$ cat config.mk
export PLATFORM = sky130hd
export DESIGN_NAME = ifetch_stage
export DESIGN_NICKNAME = d
export VERILOG_FILES = /design/src/rtl/ifetch_stage.sv
export SDC_FILE = /design/constraint.sdc
export NUM_CORES = 1
export LEC_CHECK = 0
export ABC_AREA = 1
export ABC_CLOCK_PERIOD_IN_PS = 2100
export CORE_ASPECT_RATIO = 0.8
export CORE_MARGIN = 4
export CORE_UTILIZATION = 45
export CTS_CLUSTER_SIZE = 25
export DETAILED_ROUTE_END_ITERATION = 8
export PLACE_DENSITY_LB_ADDON = 0.3
export SLEW_MARGIN = 5
export SYNTH_ARGS = -nofsm -noshare
export SYNTH_HDL_FRONTEND = slang
export SYNTH_SLANG_ARGS = --single-unit
$ cat constraint.sdc
create_clock -name clk -period 2.1 [get_ports clk]
set_input_delay 0.42 -clock clk [delete_from_list [all_inputs] [get_ports clk]]
set_output_delay 0.42 -clock clk [all_outputs]
set_load 0.01 [all_outputs]
$ cat src/rtl/ifetch_stage.sv
// Fetch stage: owns pc, reads the combinational ROM, and registers the word into IF/ID (1-cycle latency).
// Decode backpressure via id_ready holds pc and IF/ID; redirects flush regardless; faults halt until rst.
module ifetch_stage #(
  parameter int unsigned SIZE     = 10,
  parameter logic [31:0] RESET_PC = 32'h0000_0000
) (
  input  logic            clk,
  input  logic            rst,
  output logic [SIZE-1:0] imem_addr,
  input  logic [31:0]     imem_data,
  input  logic            id_ready,
  input  logic            redirect_valid,
  input  logic [31:0]     redirect_pc,
  output logic            if_valid,
  output logic [31:0]     if_instr,
  output logic [31:0]     if_pc,
  output logic [31:0]     if_pc_plus4,
  output logic [31:0]     fetch_pc,
  output logic            if_fault,
  output logic [1:0]      fault_cause,
  output logic [31:0]     fetch_count
);

  typedef enum logic {RUN, HALT} state_t;

  state_t      state;
  logic [31:0] pc;
  logic        load;
  logic        out_of_range;

  assign load         = !if_valid || id_ready;
  assign out_of_range = (pc >> (SIZE + 2)) != 32'd0;
  assign imem_addr    = pc[SIZE+1:2];
  assign fetch_pc     = pc;

  always_ff @(posedge clk) begin
    if (rst) begin
      state       <= RUN;
      pc          <= RESET_PC;
      if_valid    <= 1'b0;
      if_instr    <= 32'd0;
      if_pc       <= 32'd0;
      if_pc_plus4 <= 32'd0;
      if_fault    <= 1'b0;
      fault_cause <= 2'b00;
      fetch_count <= 32'd0;
    end else if (state == RUN) begin
      if (redirect_valid) begin
        // Flush overrides a stall; targets are range-checked once they become pc.
        if_valid <= 1'b0;
        pc       <= redirect_pc;
        if (redirect_pc[1:0] != 2'b00) begin
          state       <= HALT;
          if_fault    <= 1'b1;
          fault_cause <= 2'b01;
        end
      end else if (load) begin
        if (out_of_range) begin
          state       <= HALT;
          if_fault    <= 1'b1;
          fault_cause <= 2'b10;
          if_valid    <= 1'b0;
        end else begin
          if_instr    <= imem_data;
          if_pc       <= pc;
          if_pc_plus4 <= pc + 32'd4;
          if_valid    <= 1'b1;
          pc          <= pc + 32'd4;
          fetch_count <= fetch_count + 32'd1;
        end
      end
    end else begin
      if_valid <= 1'b0;
    end
  end

endmodule

== Word-level counts from Yosys, hierarchy flattened ==
Cells that the tools add are included.
Word-level totals
  bits in registers: 165
  output and inout port bits: 174
Cells by class
  add/subtract/negate cells: 2
  equal/unequal tests: 2
  muxes and demuxes: 17
  bitwise logic cells: 3
  reduce and logical (&&, ||, !) cells: 10
Operators by type and width (number)
  $mux 32: 3
  $add 32x1->32 const B: 1
  $add 32x3->32 const B: 1
  $reduce_bool 32->1: 1
  $mux 1: 10
  $mux 2: 4
  $reduce_and 4->1: 2
  $reduce_bool 2->1: 3
  $not 1->1: 3
  $reduce_and 3->1: 1
  $reduce_or 3->1: 1
  $ne 2x1->1 const B: 1
  $ne 2x2->1 const B: 1
  $logic_not 1->1: 1
  $logic_or 1x1->1: 1

== Depth between registers and ports, before layout ==
  depth in word-level cells: 5
  depth in mapped cells: 11
  mapped depth without buffers: 10

== Worst setup path before layout ==
No wires, ideal clock.
  kind: reg2reg
  start point: reg fetch_count[1]
  end point: reg fetch_count[30]
  arrival: 1.432 ns
  required time: 1.966 ns
  setup slack: 0.534 ns
  cell stages (with the launch flop): 11
  buffers on the path: 0
  clock period less this slack: 1.566 ns
  path through: dfxtp_1 -> ha_1 -> nand3_1 -> nor2_2 -> inv_1 -> nor2_2 -> nand2_1 -> nand2_1 -> nand2_1 -> nand2_1 -> a21oi_1
On the way
  word-level cells in the longest chain between the ends: 1
RTL lines
  start, declared: RTL line 21  | output logic [31:0] fetch_count
  start signal, assigned: RTL line 69  | fetch_count <= fetch_count + 32'd1;
  $add 32x1->32: RTL line 69
No other way between the ends.
A chain may end at the register's enable or synchronous reset.

== Worst setup path in the final report ==
  start point: reg pc[9] (netlist: fetch_pc[9])
  end point: out fetch_pc[9]
RTL lines
  start, declared: RTL line 27  | logic [31:0] pc;
  start signal, assigned: RTL line 51  | pc <= redirect_pc;
  start signal, assigned: RTL line 68  | pc <= pc + 32'd4;
  end, declared: RTL line 18  | output logic [31:0] fetch_pc,
No word-level cell between the ends.

==> impl_metrics.ini <==
[run_status]
status = completed

[routing]
postRouteWirelength_mm = 20.61
drc = 0
via_count = 6922
drtIter0Drc = 345
viasPerCell = 4.810
postRouteAntennaNets = 0
wl_per_cell_um = 14.32
drt_first_pass_iters = 5

[die]
start_util = 0.4598
core_um2 = 15060
die_w_um = 146.7
rows = 40
die_area_um2 = 17450
ioPinCount = 242
die_h_um = 119.0

[grt]
grt_max_degree = 71
grt.met2_usage = 0.3692
busiest_layer = met2
antenna_found_initial = 0
use_met1 = 0.2982
grt_usage = 0.2329
met3_usage = 0.09167
grt_overflow = 0
grt_pass1_vias = 6472
grt_first_pass_wirelength_mm = 33.20

[timing]
max_freq_mhz = 525.3
slew_viol_final = 0
fin_crit_sh = 0.9066
slew_headroom = 0.4876
worst_clock_skew_ns = 0.01417
worst_pin_slew_ns = 0.7685
min_period_ns = 1.904
whs_ns = 0.4347
rsz0062_at_grt = false
finalWorstSetupSlack_ns = 0.1962
setup_viol = 0
finalHoldViolCount = 0

[clock_tree]
cts.repair.resized = 0
cts_tree = done
cts.sinks = 163
cts_setup_buffers = 0
ctsHoldBuffers = 0
cts.clk_slew.worst_paths_ns = 0.07
cts_inserted_buffers = 17
cts_root_buf = clkbuf_16
clock_latency_ns = 0.43
cts.path.max_buffers = 2
htree_num_levels = 4

[pwr]
p_int_mw = 5.171
fin_total_pwr_mw = 7.080
p_leak_nw = 4.004
powerDensity_nw_per_um2 = 696.7
seq_power_share = 0.459
swShare = 0.2696
p_comb_frac = 0.110
power_switching_mw = 1.909
power_frac_clock = 0.432
max-vdd-ir-drop_uv = 591.0

[logic_synthesis]
synth_fp_nets = 1063
synth-compound-area-share = 0.1124
synthXorXnorAreaFrac = 0.02023
synthArstFlopShare = 0
ys_types = 30
synthMuxAreaShare = 0
synth_seq_area_share = 0.4711
synth_adder_area_share = 0.003613
yosysWarnings = 0
yosys.area_share.simple = 0.3087
synth_top_cell_by_area = dfxtp_1
synth_area_um2 = 6927
yosysMostFrequentCell = nand2_1
synthTopCellsByArea = dfxtp_1 (47%), nand2_1 (14%), nor2_1 (12%)
synth-seq-cells = 163
syn_area_per_cell_um2 = 6.975
synthFlopType = dfxtp_1
yosys.area.top_type_share = 0.4711
synth_edf_count = 0
synth_top_family_by_area = simple AND/OR/NAND/NOR gates
synthTopCellsByCount = nand2_1 (265), nor2_1 (224), dfxtp_1 (163)
synth_cells = 993

[cells_and_area]
antenna_cells = 0
layout.nets = 1286
final-seq-area_um2 = 3263
fin_util = 0.6746
design_area_um2 = 10160
nFillCells = 1268
drive_gt1_frac = 0.06265
area_growth_pct = 46.71
multi_input_area_um2 = 3082

[setup_path]
worstPathMaxFanout = 7
crit_path_start_kind = register
r2r_setup_slack_ns = 0.27
cp_cell_sequence = clkdlybuf4s50_1
path_buf_inv = 1
crit_required_ns = 1.68
arrival_ns = 1.48
crit_family = buffers and inverters
cp_slowest_cell = clkdlybuf4s50_1
slowest_delay_ns = 0.60
critPathCaptureType = output port
crit_type = reg -> out

[job]
timing.max_cap.violations = 0

[placement]
hpwlAfterDp_mm = 14.74
io_buffers = 241
place_congestion = 0.9348
pre_cts_ws_ns = -0.05854
place_area_um2 = 9577

[min_path]
hp-class = reg -> reg
-- sequential cells by signal (all words and copies together) (netlist names) --
name         count
fault_cause      2
state            1
if_fault         1
if_pc_plus4     30
if_pc           32
fetch_count     32
fetch_pc        32
if_instr        32
if_valid         1
-- routing by layer --
layer  vias to the layer above  part of all wire
met1                      3118              0.45
met3                        16             0.092
met4                         0            0.0093
met5                         -                 0
li1                       3558                 -
met2                       230              0.45
-- metrics by stage --
stage	instances	setup TNS (ns)
floorplan	993	0
global placement	1407	-0.02004
detailed placement	1407	-0.8163
CTS	1439	0
global route	1439	0
finish	1439	0
-- path summary, 6_finish.rpt --
path,depth (start not counted),endpoint,from
worst max-delay path,1,fetch_pc[9],fetch_pc[9]
worst min-delay path,2,if_pc[28],if_pc[28]
worst max register to register,10,fetch_count[30],fetch_count[1]
worst min register to register,2,if_pc[28],if_pc[28]
-- placed cells by master (no fill, tap or decap), drive strengths merged --
cell type,instances
a21oi,75
nand4,4
o21ai,68
a211oi,1
a21boi,2
inv,68
nand3b,9
nor4,1
or2,1
clkinv,4
dfxtp,163
o21a,1
clkinvlp,2
ha,2
nor3,4
clkdlybuf4s50,240
nand2,265
nor2,230
xor2,13
clkbuf,17
buf,28
xnor2,3
a31oi,2
nand3,26
-- power by group through the flow --
stage                     Combinational [mW]  Clock, mW  Sequential, mW
after floorplan                        0.345          0            3.34
after global placement                 0.769          0            3.31
after detailed placement               0.777          0            3.32
after CTS                              0.782       3.10            3.25
after global routing                   0.845       3.23            3.26
final                                  0.777       3.06            3.25
-- worst min-delay path, delay by kind of cell (launching register included) --
family        cells  cell delay, ns
flops             1            0.31
simple gates      2            0.09
-- final cells by class --
type / count / share of cell area
sequential: 163 / 0.3211
multi-input combinational: 707 / 0.3033
timing repair buffer: 268 / 0.2704
clock buffer: 17 / 0.04186
tap: 210 / 0.02586
inverter: 59 / 0.02179
clock inverter: 15 / 0.01576
-- kinds of logic after synthesis --
logic type,after synthesis
XOR/XNOR,16
AND/OR/NAND/NOR,540
AO/OA/AOI/OAI,149
buffers and inverters,123
flip-flops,163
adder cells (fa/ha/maj),2
(Power assumes the default switching activity.)
